## config.mk

```make
export PLATFORM = sky130hd
export DESIGN_NAME = irq_ctrl_flat
export DESIGN_NICKNAME = d
export VERILOG_FILES = /design/src/rtl/irq_ctrl_if.sv /design/src/rtl/irq_ctrl.sv /design/src/flat_wrapper.sv
export SDC_FILE = /design/constraint.sdc
export NUM_CORES = 1
export LEC_CHECK = 0
export CAP_MARGIN = 30
export CORE_UTILIZATION = 55
export CTS_BUF_LIST = sky130_fd_sc_hd__clkbuf_2
export DETAILED_ROUTE_END_ITERATION = 8
export PLACE_DENSITY = 0.79
export SETUP_SLACK_MARGIN = 0.5
export SKIP_CTS_REPAIR_TIMING = 1
export SYNTH_ARGS = -nofsm -noshare
export SYNTH_HDL_FRONTEND = slang
export SYNTH_SLANG_ARGS = --single-unit
export TNS_END_PERCENT = 100
```

## constraint.sdc

```tcl
create_clock -name CLK -period 3.1 [get_ports CLK]
set_clock_uncertainty 0.2 [all_clocks]
set_input_delay 0.62 -clock CLK [delete_from_list [all_inputs] [get_ports CLK]]
set_output_delay 0.62 -clock CLK [all_outputs]
set_load 0.01 [all_outputs]
```

## src/rtl/irq_ctrl_if.sv

```systemverilog
// Interrupt request / acknowledge handshake between the
// button interrupt controller and the core.
interface irq_ctrl_if;
    logic       IRQ;
    logic [4:0] IRQ_ID;
    logic       IRQ_ACK;
    logic [4:0] IRQ_ACK_ID;

    modport master (
        output IRQ,
        output IRQ_ID,
        input  IRQ_ACK,
        input  IRQ_ACK_ID
    );

    modport slave (
        input  IRQ,
        input  IRQ_ID,
        output IRQ_ACK,
        output IRQ_ACK_ID
    );
endinterface

```

## src/rtl/irq_ctrl.sv

```systemverilog
// Four-line button interrupt controller: synchronize, debounce,
// latch rising events as pending, present one at a time to the core.
module irq_ctrl #(
    parameter int unsigned DEBOUNCE_CYCLES = 4,
    parameter logic [4:0]  IRQ_ID_BASE     = 5'd16
) (
    input  logic        CLK,
    input  logic        RESN,
    input  logic [3:0]  BUTTON,
    input  logic [3:0]  ENABLE,
    irq_ctrl_if.master  bus,
    output logic [3:0]  PENDING,
    output logic [3:0]  OVERRUN
);

    typedef enum logic {
        IDLE   = 1'b0,
        ASSERT = 1'b1
    } state_t;

    localparam logic [7:0] CNT_MAX = 8'(DEBOUNCE_CYCLES - 1);

    logic [3:0] sync1;
    logic [3:0] sync2;
    logic [3:0] deb;
    logic [3:0] deb_q;
    logic [7:0] cnt [4];

    state_t     state;
    state_t     state_d;
    logic [1:0] sel;
    logic [1:0] win;
    logic       load;
    logic       ack_hit;
    logic [3:0] req;
    logic [3:0] ev;
    logic [3:0] clr;

    always_ff @(posedge CLK or negedge RESN) begin
        if (!RESN) begin
            sync1 <= '0;
            sync2 <= '0;
            deb   <= '0;
            deb_q <= '0;
            for (int i = 0; i < 4; i++) cnt[i] <= '0;
        end else begin
            sync1 <= BUTTON;
            sync2 <= sync1;
            deb_q <= deb;
            for (int i = 0; i < 4; i++) begin
                if (sync2[i] == deb[i]) begin
                    cnt[i] <= '0;
                end else if (cnt[i] == CNT_MAX) begin
                    cnt[i] <= '0;
                    deb[i] <= sync2[i];
                end else begin
                    cnt[i] <= cnt[i] + 8'd1;
                end
            end
        end
    end

    assign ev      = deb & ~deb_q & ENABLE;
    assign req     = PENDING & ENABLE;
    assign ack_hit = (state == ASSERT) && bus.IRQ_ACK
                     && (bus.IRQ_ACK_ID == bus.IRQ_ID);
    assign clr     = ack_hit ? (4'b0001 << sel) : 4'b0000;

    // Lowest enabled pending line wins.
    always_comb begin
        win = 2'd0;
        for (int i = 3; i >= 0; i--) begin
            if (req[i]) win = 2'(i);
        end
    end

    always_comb begin
        state_d = state;
        load    = 1'b0;
        unique case (state)
            IDLE: begin
                if (|req) begin
                    state_d = ASSERT;
                    load    = 1'b1;
                end
            end
            ASSERT: begin
                if (ack_hit) state_d = IDLE;
            end
            default: state_d = IDLE;
        endcase
    end

    always_ff @(posedge CLK or negedge RESN) begin
        if (!RESN) begin
            state      <= IDLE;
            sel        <= '0;
            bus.IRQ    <= 1'b0;
            bus.IRQ_ID <= '0;
            PENDING    <= '0;
            OVERRUN    <= '0;
        end else begin
            state   <= state_d;
            bus.IRQ <= (state_d == ASSERT);
            if (load) begin
                sel        <= win;
                bus.IRQ_ID <= IRQ_ID_BASE + {3'b000, win};
            end
            // A new event on a line being acknowledged keeps it pending
            // but is not an overrun.
            PENDING <= (PENDING & ~clr) | ev;
            OVERRUN <= (OVERRUN | (ev & PENDING)) & ~clr;
        end
    end

endmodule

```

## src/flat_wrapper.sv

```systemverilog
// flat-port wrapper written by rule: the top's interface ports become plain ports
module irq_ctrl_flat 
#(
    parameter int unsigned DEBOUNCE_CYCLES = 4,
    parameter logic [4:0]  IRQ_ID_BASE     = 5'd16
)
  (CLK, RESN, BUTTON, ENABLE, PENDING, OVERRUN, bus_IRQ, bus_IRQ_ID, bus_IRQ_ACK, bus_IRQ_ACK_ID);
  irq_ctrl_if bus_i ();
  input  logic CLK;
  input  logic RESN;
  input  logic [3:0] BUTTON;
  input  logic [3:0] ENABLE;
  output logic [3:0] PENDING;
  output logic [3:0] OVERRUN;
  output wire logic [$bits(bus_i.IRQ)-1:0] bus_IRQ;
  output wire logic [$bits(bus_i.IRQ_ID)-1:0] bus_IRQ_ID;
  input wire logic [$bits(bus_i.IRQ_ACK)-1:0] bus_IRQ_ACK;
  input wire logic [$bits(bus_i.IRQ_ACK_ID)-1:0] bus_IRQ_ACK_ID;
  assign bus_IRQ = bus_i.IRQ;
  assign bus_IRQ_ID = bus_i.IRQ_ID;
  assign bus_i.IRQ_ACK = bus_IRQ_ACK;
  assign bus_i.IRQ_ACK_ID = bus_IRQ_ACK_ID;
  irq_ctrl #(.DEBOUNCE_CYCLES(DEBOUNCE_CYCLES), .IRQ_ID_BASE(IRQ_ID_BASE)) u_core (.CLK(CLK), .RESN(RESN), .BUTTON(BUTTON), .ENABLE(ENABLE), .bus(bus_i), .PENDING(PENDING), .OVERRUN(OVERRUN));
endmodule
```

== After elaboration in Yosys (flattened, before gate mapping) ==
Index checks and enable logic that the tools add are counted.
Storage, ports and cells
  bits in registers: 64
  input port bits: 16
  output and inout bits: 14
  logic and storage cells: 70
Cells by class
  $add $sub $neg: 5
  eq/ne operators: 9
  shift-type cells: 1
  mux-type cells: 17
  bitwise logic cells: 15
  reductions and logical operators: 7
Operators with widths (number)
  2-to-1 mux 8 bit: 8
  adder 8 x 1 -> 8 bit (second input constant): 4
  equality test 8 x 2 -> 1 bit (second input constant): 4
  bitwise AND 4 bit: 6
  2-to-1 mux 2 bit: 4
  NOT 4 bit: 2
  OR 4 bit: 2
  AND reduction 2 bit: 4
  adder 5 x 2 -> 5 bit (first input constant): 1
  equality test 5 bit: 1
  NOT 1 bit: 5
  equality test 1 bit: 4
  2-to-1 mux 4 bit: 1
  OR reduction 4 bit: 1
  left shift 1 x 2 -> 4 bit (first input constant): 1
  2-to-1 mux 1 bit: 3
  logical AND 1 bit: 2
  case mux 1 bit (2 select lines): 1

== Logic depth before layout (Yosys ltp) ==
Gate-level depths: netlist (run 1).
  depth after elaboration: 6
  gate-level depth with buffers: 5

== Least setup slack after synthesis (run 1) ==
Ideal clock, no wire load.
  path type: input-to-reg
  from: input bus_IRQ_ACK_ID[2]
  to: register u_core.PENDING[0]
  library setup time: 121 ps
  arrival time: 1526 ps
  setup slack: 1253 ps
  cell stages on the path: 4
  path buffers: 0
  path through: nand4bb_1 > nor4_1 > nand2_1 > a22o_1
Between the ends
  word-level cells in the longest chain between the ends: 6
RTL lines
  from (decl): line flat_wrapper.sv:18  | input wire logic [$bits(bus_i.IRQ_ACK_ID)-1:0] bus_IRQ_ACK_ID;
  equality test 5 bit: line irq_ctrl.sv:66  | && (bus.IRQ_ACK_ID == bus.IRQ_ID);
  logical AND 1 bit: line irq_ctrl.sv:66
  2-to-1 mux 4 bit: line irq_ctrl.sv:67  | assign clr = ack_hit ? (4'b0001 << sel) : 4'b0000;
  NOT 4 bit: line irq_ctrl.sv:111  | PENDING <= (PENDING & ~clr) | ev;
  bitwise AND 4 bit: line irq_ctrl.sv:111
  OR 4 bit: line irq_ctrl.sv:111
  to (signal assigned): line irq_ctrl.sv:111
  to (decl): line irq_ctrl.sv:12  | output logic [3:0] PENDING,
No other way between the ends.
A chain may end at the register's enable or synchronous reset.

== Worst setup path in the final report (run 1) ==
  from: register u_core.PENDING[3]
  to: output PENDING[3]
RTL lines
  to (decl): line flat_wrapper.sv:13  | output logic [3:0] PENDING;
No word-level cell between the ends.

==> summary.md, run 1 <==
| Metric | Value |
|---|---|
| Starting Density | `57.6%` |
| Worst skew pair latency | `0.47 ns` |
| Reg-to-reg slack, setup | `1.25 ns` |
| Sequential area share after synthesis | `~60%` |
| Share of post-route cells with drive strength above 1 | `9.96%` |
| Peak supply drop | `0.436 mV` |
| Die height | `69.5 um` |
| Fin area | `roughly 3000 um2` |
| Placed cell area | `2840 um2` |
| Unrepaired setup endpoints after global routing | `no` |
| Synth Instances | `226` |
| Syn_area_per_cell | `11.1 um2` |
| CP peak stage delay | `~0.57 ns` |
| DP Wirelength | `between 3000 and 4000 um` |
| Hold Crit Class | `reg -> reg` |
| YS warnings | `0` |
| Avg WL per Cell | `13.7 um` |
| Cell Pwr Density | `a little under 700 nW/um2` |
| I/O pins | `30` |
| Final-report hold violation count | `0` |
| Vias per Instance | `5.31` |
| Final nets | `~290` |
| Area contributors post-synth | `dfrtp_1 60%, nor2_1 5.7%, xor2_1 5.6%` |
| Leak | `1.30 nW` |
| Post-layout minimum cycle time | `around 2.3 ns` |
| Starting DRT DRC Count | `101` |
| Most frequent cells in the layout | `60 x dfrtp_1, 38 x nor2_1, 26 x clkdlybuf4s50_1` |
| Sw frac | `about a third` |
| Initial DRT Pass Iterations | `4` |
| Reg-to-Reg End | `u_core.deb[0]` |
| Critical-path cell list | `clkdlybuf4s50_1` |
| CP max FO | `5` |
| Antenna violations before repair | `0` |
| Outcome | `completed` |
| CTS tree | `built` |
| # fillers | `around 330` |
| First-pass GRT wire length | `7980 um` |
| Largest net degree at the start of global routing | `24` |
| Dominant synthesized flop cell | `dfrtp_1` |
| Row count | `24` |
| Max_cap viols | `0` |
| Setup-failing EPs final | `0` |
| Combinational share of power | `24.8%` |
| Crit path buf inv count | `1` |
| Most common cell after layout, fill and taps aside | `dfrtp_1` |
| Critical path arrival | `1.52 ns` |
| Post-Syn Area | `2510 um2` |
| Setup TNS | `0 ns` |
| Critical path endpoint | `PENDING[3]` |
| Register area | `~1500 um2` |
| Clock-pin transition on the worst setup and hold timing paths | `between 0.15 and 0.2 ns` |
| Area growth syn-to-layout | `17.9%` |
| Area taken by multi-input logic gates | `990 um2` |
| CP max-delay cell | `clkdlybuf4s50_1` |
| Hold Startpoint | `u_core.sync1[2]` |
| Final Util | `~68%` |
| Critical path type | `reg -> out` |
| Setup crit end kind | `output pin` |
| Width of the die | `roughly 70 um` |
| Core area | `4350 um2` |
| Worst R2R Start | `u_core.cnt[27]` |
| Synth unique cells | `31` |
| ANT nets after route | `0` |
| Routed wire length | `about 4400 um` |
| Sequential Power Share | `52.4%` |
| Top-area cell type share of the netlist area | `about three fifths` |
| Clock share of power | `22.8%` |
| GP Congestion | `0.740` |
| Sink Count | `60` |
| Sw power | `a little under 0.7 mW` |
| Global Route Usage Sum | `21.3%` |
| Fmax | `0.428 GHz` |
| Vias in the first global route | `1,797` |
| FF-to-FF path depth | `3` |
| Worst slew pin tran | `0.540 ns` |
| GRT overflow | `0` |
| CP required | `2.28 ns` |
| Post-synth ARST share | `100%` |
| Vias | `1,716` |
| CTS Buf Count | `9` |
| Final Hold Slack | `0.166 ns` |
| Area leader, netlist | `dfrtp_1` |
| Rel. slew slack | `63.6%` |
| Worst Setup SP | `u_core.PENDING[3]` |
| Clock Tree Root | `clkbuf_2` |
| CTS Buffer Depth | `2` |
| Post-synth EDFFs | `0` |
| DR DRC count | `0` |
| Family with the most delay on the worst path | `buffers and inverters` |
| Int Pwr | `1.37 mW` |
| Count of input and output buffers | `27` |
| Fin. max-slew vios | `0` |
| WP depth | `1` |
| H-tree depth | `3` |
| Worst setup SP type | `register` |
| Antenna Cells | `0` |
| Yosys reg bits | `60` |
| Final worst path period share | `75.4%` |
| Die ar. | `4830 um2` |
| Total power | `approximately 2.0 mW` |
[Yosys cell counts (2+ instances only)]
library cell and count:
a22o_1 2, o21ai_0 2, nand2_1 23, xnor2_1 13
nor2b_1 3, dfrtp_1 60, ha_1 4, and3_1 5
xor2_1 16, nor4b_1 3, buf_4 2, nor3_1 8
a31oi_1 3, nand2b_1 2, and2_1 2, mux2_2 5
nor2_1 38, or2_2 2, a21o_1 2, nand3_1 12
a21oi_1 9
[stage by stage]
step / worst slack, ns / std cells
floorplan: 1.25 / 227
global placement: 0.731 / 306
detailed placement: 0.720 / 306
CTS: 0.742 / 322
global route: 0.694 / 323
finish: 0.761 / 323
[worst min path at each step]
stage               slack, ns                 to  cells after the start
finish                   0.17    u_core.sync2[2]                      0
global route             0.18    u_core.sync2[2]                      0
CTS                     -0.13     u_core.cnt[17]                      1
detailed placement       0.13    u_core.sync2[2]                      0
global placement         0.13    u_core.sync2[0]                      0
floorplan                0.12  u_core.OVERRUN[0]                      0
[layer usage]
metal	global-route usage, %	up-vias	part of all wire (%)
li1	-	850	-
met1	27.4	822	47
met2	33.8	36	47
met3	7.12	8	4.8
met4	7.94	0	1.3
met5	0	-	0
[cell families after synthesis]
group | synth area share (%)
and+or+nand+nor | 19.6
adders and majority gates | 2.00
other | 0.150
DFF | 59.9
xor gates and xnor gates | 10.1
buffers and inverters | 0.749
AOI/OAI and AO/OA | 5.19
muxes | 2.25
[sequential cells by signal (all words and copies together) (netlist names)]
name / flops
u_core.cnt: 32
u_core.OVERRUN: 4
u_core.PENDING: 4
u_core.deb: 4
u_core.deb_q: 4
u_core.sync1: 4
u_core.sync2: 4
u_core.bus.IRQ_ID: 2
u_core.bus.IRQ: 1
u_core.sel: 1
[final cells by class]
| cell class | instances | area share [%] |
|---|---|---|
| tap | 52 | 2.20 |
| sequential | 60 | 50.8 |
| inverter | 1 | 0.127 |
| clock inverter | 6 | 1.86 |
| clock buffer | 10 | 1.69 |
| multi-input combinational | 164 | 33.5 |
| timing repair buffer | 30 | 9.82 |
[worst register-to-register path, cell delays in order (launching register included)]
cell and delay [ns]:
dfrtp_1 0.45, or4_4 0.55, nor3b_2 0.20, mux2_2 0.35
[power groups by stage]
| stage | Sequential, mW | Clock, mW | Combinational [mW] |
|---|---|---|---|
| finish | 1.07 | 0.466 | 0.506 |
| global route | 1.10 | 0.505 | 0.567 |
| CTS | 1.07 | 0.472 | 0.515 |
| detailed placement | 1.09 | 0 | 0.512 |
| global placement | 1.08 | 0 | 0.493 |
| floorplan | 1.07 | 0 | 0.294 |
Power figures use the tool's default switching activity.
==> run 2, diff against run 1 <==
- clock period: 3.1 -> 2.2 ns (I/O delays scaled with it)
==> summary.md, run 2 (same netlist as run 1, synthesis figures left out) <==
| Metric | Value |
|---|---|
| Outcome | `completed` |
| Post-layout minimum cycle time | `1.79 ns` |
| Sw power | `0.939 mW (+39%)` |
| Area growth syn-to-layout | `21.2%` |
| Int Pwr | `1.85 mW (+35%)` |
| Avg WL per Cell | `13.4 um (-2.2%)` |
| Critical path type | `reg -> reg` |
| Clock share of power | `18.9% (-3.9 points)` |
| Global Route Usage Sum | `20.4% (-0.92 points)` |
| Worst skew pair latency | `0.46 ns (about the same)` |
| Row count | `24 (unchanged)` |
| FF-to-FF path depth | `3 (unchanged)` |
| Final Util | `69.8% (+1.9 points)` |
| Setup TNS | `0 ns (unchanged)` |
| Clock-pin transition on the worst setup and hold timing paths | `0.15 ns (-0.02 ns)` |
| Combinational share of power | `27.8% (+3.0 points)` |
| Vias per Instance | `5.30 (-0.17%)` |
| Clock Tree Root | `clkbuf_2` |
| H-tree depth | `3 (unchanged)` |
| CP max FO | `2 (-3)` |
| Worst setup SP type | `register` |
| Max_cap viols | `0 (unchanged)` |
| Share of post-route cells with drive strength above 1 | `21.8% (+12 points)` |
| CTS Buf Count | `9 (unchanged)` |
| Setup WS pre-CTS | `0.153 ns (-0.567 ns)` |
| Placed cell area | `2870 um2 (+1.1%)` |
| Sink Count | `60 (unchanged)` |
| Cell Pwr Density | `918 nW/um2 (+33%)` |
| CTS Buffer Depth | `2 (unchanged)` |
| Vias | `1,782 (+3.8%)` |
| First-pass GRT wire length | `7440 um (-6.7%)` |
| Starting Density | `57.6% (unchanged)` |
| ANT nets after route | `0 (unchanged)` |
| Initial DRT Pass Iterations | `4 (unchanged)` |
| Starting DRT DRC Count | `117 (+16%)` |
| Count of input and output buffers | `27 (unchanged)` |
| Fin. max-slew vios | `0 (unchanged)` |
| Worst setup margin | `0.410 ns (-0.351 ns)` |
| CTS tree | `built` |
| Most flops, register | `u_core.cnt` |
| Vias in the first global route | `1,670 (-7.1%)` |
| Antenna Cells | `0 (unchanged)` |
| Largest register FFs | `32 (unchanged)` |
| Die ar. | `4830 um2 (unchanged)` |
| Critical-path cell list | `or4_4 -> nor3b_4 -> mux2_4` |
| Unrepaired setup endpoints after global routing | `yes` |
| Hold Path Depth | `0 (unchanged)` |
| Final-report hold violation count | `0 (unchanged)` |
| DR DRC count | `0 (unchanged)` |
| CP required | `2.36 ns (+0.08 ns)` |
| I/O pins | `30 (unchanged)` |
| Largest net degree at the start of global routing | `61 (+150%)` |
| GRT overflow | `0 (unchanged)` |
| Reg-to-Reg End | `u_core.deb[0]` |
| Final worst path period share | `approximately four fifths` |
| # fillers | `321 (-2.4%)` |
| Core area | `4350 um2 (unchanged)` |
| DP Wirelength | `2960 um (-6.1%)` |
| Sw frac | `33.7% (+0.71 points)` |
| Setup crit end kind | `register` |
| Width of the die | `69.5 um (unchanged)` |
| Routed wire length | `4510 um (+1.8%)` |
| Most common cell after layout, fill and taps aside | `dfrtp_1` |
| CP max-delay cell | `or4_4` |
| Hold Crit Class | `reg -> reg` |
| Die height | `69.5 um (unchanged)` |
| Reg-to-reg slack, setup | `0.41 ns (-0.84 ns)` |
| Hold endpoint | `u_core.sync2[1]` |
| Post-Place Cells | `308 (+0.65%)` |
| Hold Startpoint | `u_core.sync1[1]` |
| Worst R2R Start | `u_core.cnt[31]` |
| Final nets | `299 (+4.5%)` |
| GP Congestion | `0.768 (+3.7%)` |
| Critical path arrival | `1.95 ns (+0.43 ns)` |
| Peak supply drop | `0.535 mV (+23%)` |
| Non-Filler Instances | `336 (+4.0%)` |
| Leak | `1.37 nW (+5.2%)` |
| CP peak stage delay | `0.55 ns (-0.02 ns)` |
| Sequential Power Share | `53.2% (+0.8 points)` |
| Fmax | `about 0.56 GHz` |
| Setup-failing EPs final | `0 (unchanged)` |
| Fin area | `3040 um2 (+2.8%)` |
| Most frequent cells in the layout | `57 x dfrtp_1, 38 x nor2_1, 23 x clkbuf_2` |
| Antenna violations before repair | `0 (unchanged)` |
run 2: cell type report:
| class | count | area (um2) | share of cell area, % |
|---|---|---|---|
| Clock buffer | 13 | 65.1 | 2.14 |
| Clock inverter | 3 | 13.8 | 0.453 |
| Inverter | 1 | 3.75 | 0.124 |
| Multi-Input combinational cell | 164 | 1030 | 33.9 |
| Sequential cell | 60 | 1510 | 49.5 |
| Tap cell | 52 | 65.1 | 2.14 |
| Timing Repair Buffer | 43 | 354 | 11.7 |
run 2: worst max path at each step:
stage                      start           endpoint
2_1_floorplan     u_core.cnt[29]      u_core.deb[0]
3_3_place_gp   bus_IRQ_ACK_ID[2]  u_core.PENDING[1]
3_5_place_dp           ENABLE[0]      u_core.sel[0]
4_1_cts        u_core.PENDING[1]         PENDING[1]
5_1_grt           u_core.cnt[29]      u_core.deb[0]
6_report          u_core.cnt[31]      u_core.deb[0]
run 2: routing by layer:
layer  share of wire, %  routed length (um)  GRT usage [%]  up-vias
li1                   -                   -              -      864
met1                 48                2170           27.5      869
met2                 45                2040           29.7       41
met3                4.8                 215           8.28        8
met4                1.8                  82           8.16        0
met5                  0                   0              0        -
run 2: power by group through the flow:
stage	Combinational [mW]	Sequential [mW]	Clock, mW
floorplan	0.420	1.51	0
global placement	0.711	1.52	0
detailed placement	0.735	1.53	0
CTS	0.736	1.50	0.553
global route	0.875	1.52	0.595
finish	0.776	1.48	0.528
run 2: worst max-delay path: cells and delay by family, from the launching register on:
kind          cells  cell delay [ns]
mux               1             0.32
simple gates      2             0.76
flops             1             0.42
run 2: through the flow:
stage	power, mW	hold slack, ns
2_1_floorplan	1.93	-0.0556
3_3_place_gp	2.23	0.132
3_5_place_dp	2.26	0.135
4_1_cts	2.79	-0.290
5_1_grt	2.99	0.135
6_report	2.79	0.151
==> run 3, diff against run 2 <==
- CORE_UTILIZATION: 55 -> 52
- PLACE_DENSITY: 0.79 -> 0.78
- clock period: 2.2 -> 1.5 ns (I/O delays scaled with it)
==> summary.md, run 3 (same netlist as run 1, synthesis figures left out) <==
| Metric | Value |
|---|---|
| CTS tree | `built` |
| Row count | `24 (unchanged)` |
| Setup crit end kind | `register` |
| I/O pins | `30 (unchanged)` |
| Critical path type | `reg -> reg` |
| CP required | `1.69 ns (-0.67 ns)` |
| Fin area | `3650 um2 (+20%)` |
| Peak supply drop | `0.896 mV (+67%)` |
| DP Wirelength | `3160 um (+6.6%)` |
| Global Route Usage Sum | `20.7% (+0.32 points)` |
| Sw power | `1.74 mW (+86%)` |
| Cell Pwr Density | `1380 nW/um2 (+50%)` |
| Placed cell area | `3160 um2 (+9.9%)` |
| Antenna violations before repair | `0 (unchanged)` |
| Family with the most delay on the worst path | `simple AND/OR/NAND/NOR gates` |
| CP peak stage delay | `0.56 ns (about the same)` |
| Largest net degree at the start of global routing | `61 (unchanged)` |
| Final nets | `330 (+10%)` |
| Most frequent cells in the layout | `54 x dfrtp_1, 32 x buf_4, 23 x nor2_1` |
| Max_cap viols | `0 (unchanged)` |
| Final Util | `81.1% (+11 points)` |
| CTS Buffer Depth | `2 (unchanged)` |
| Share of post-route cells with drive strength above 1 | `46.0% (+24 points)` |
| Antenna Cells | `0 (unchanged)` |
| Most flops, register | `u_core.cnt` |
| Failing checks | `setup timing` |
| Setup TNS | `-2.55 ns (-2.55 ns)` |
| Sw frac | `34.7% (+1.0 points)` |
| Post-Place Cells | `336 (+9.1%)` |
| CP max FO | `2 (unchanged)` |
| Worst skew pair latency | `0.48 ns (+0.02 ns)` |
| Final Hold Slack | `0.0330 ns (-0.118 ns)` |
| Vias | `2,005 (+13%)` |
| Count of input and output buffers | `27 (unchanged)` |
| Starting Density | `55.6% (-1.9 points)` |
| ANT nets after route | `0 (unchanged)` |
| Fin. max-slew vios | `0 (unchanged)` |
| H-tree depth | `3 (unchanged)` |
| Outcome | `complete, but fails checks` |
| Leak | `1.56 nW (+14%)` |
| Area growth syn-to-layout | `45.7%` |
| CTS Buf Count | `9 (unchanged)` |
| Setup WS pre-CTS | `-0.479 ns (-0.631 ns)` |
| Starting DRT DRC Count | `97 (-17%)` |
| Int Pwr | `3.29 mW (+78%)` |
| Fmax | `0.563 GHz (+0.78%)` |
| GP Congestion | `0.788 (+2.6%)` |
| Combinational share of power | `36.8% (+9.0 points)` |
| DR DRC count | `0 (unchanged)` |
| Sequential Power Share | `44.2% (-9.0 points)` |
| Total power | `5.03 mW (+80%)` |
| Initial DRT Pass Iterations | `4 (unchanged)` |
| Die ar. | `5100 um2 (+5.6%)` |
| Vias per Instance | `5.46 (+3.0%)` |
| Most common cell after layout, fill and taps aside | `dfrtp_1` |
| Critical path arrival | `1.97 ns (+0.02 ns)` |
| Width of the die | `71.4 um (+2.8%)` |
| Unrepaired setup endpoints after global routing | `yes` |
| Avg WL per Cell | `15.7 um (+17%)` |
| Largest register FFs | `32 (unchanged)` |
| Routed wire length | `5750 um (+28%)` |
| Hold Crit Class | `in -> reg` |
| Clock-pin transition on the worst setup and hold timing paths | `0.16 ns (about the same)` |
| Setup-failing EPs final | `28 (+28)` |
| Clock share of power | `19.0% (about the same)` |
| Sink Count | `60 (unchanged)` |
| Critical-path cell list | `or4_4 -> nor3b_4 -> mux2_4` |
| Crit path buf inv count | `0 (unchanged)` |
| Clock Tree Root | `clkbuf_2` |
| Worst setup SP type | `register` |
| Non-Filler Instances | `367 (+9.2%)` |
| Core area | `4500 um2 (+3.4%)` |
| GRT overflow | `0 (unchanged)` |
| Post-layout minimum cycle time | `1.78 ns (-0.0139 ns)` |
| Worst setup margin | `-0.276 ns (-0.686 ns)` |
| Final-report hold violation count | `0 (unchanged)` |
| CP max-delay cell | `or4_4` |
| Vias in the first global route | `1,821 (+9.0%)` |
| Die height | `71.4 um (+2.8%)` |
| Final worst path period share | `118% (+37 points)` |
| First-pass GRT wire length | `7860 um (+5.7%)` |
run 3: changes by cell type in the layout (fill, tap and decap cells not counted), sizes merged:
| cell | before | now |
|---|---|---|
| clkinvlp | 0 | 1 |
| bufinv | 0 | 1 |
| clkbuf | 23 | 19 |
| buf | 17 | 50 |
| clkinv | 3 | 4 |
| dlymetal6s2s | 1 | 0 |
run 3: power groups by stage:
| stage | registers (mW) | logic, mW | clock network, mW |
|---|---|---|---|
| after floorplan | 2.24 | 0.670 | 0 |
| after global placement | 2.21 | 1.30 | 0 |
| after detailed placement | 2.22 | 1.33 | 0 |
| after CTS | 2.19 | 1.33 | 0.981 |
| after global routing | 2.26 | 2.02 | 1.04 |
| final | 2.23 | 1.85 | 0.954 |
run 3: path summary, 6_finish.rpt:
| kind | start | endpoint | slack (ns) | depth (start not counted) |
|---|---|---|---|---|
| min in group asynchronous | RESN | u_core.bus.IRQ | 0.12 | 3 |
| max in group asynchronous | RESN | u_core.cnt[3] | 0.69 | 3 |
| min reg2reg | u_core.sync1[0] | u_core.sync2[0] | 0.17 | 0 |
| max | u_core.cnt[27] | u_core.deb[0] | -0.28 | 3 |
| max reg2reg | u_core.cnt[27] | u_core.deb[0] | -0.28 | 3 |
| min | BUTTON[3] | u_core.sync1[3] | 0.03 | 1 |
run 3: routing by layer:
layer | part of all wire, % | GRT usage [%] | wire [um] | up-vias
li1 | - | - | - | 927
met1 | 41 | 24.5 | 2340 | 999
met2 | 52 | 33.4 | 3020 | 62
met3 | 5.1 | 8.16 | 291 | 17
met4 | 1.7 | 9.56 | 99 | 0
met5 | 0 | 0 | 0 | -
run 3: final cells by class:
cell class	instances	area [um2]
fill	257	852
multi-input combinational	164	1330
timing repair buffer	74	641
sequential	60	1510
inverter	1	3.75
tap	52	65.1
clock buffer	10	50.0
clock inverter	6	55.1
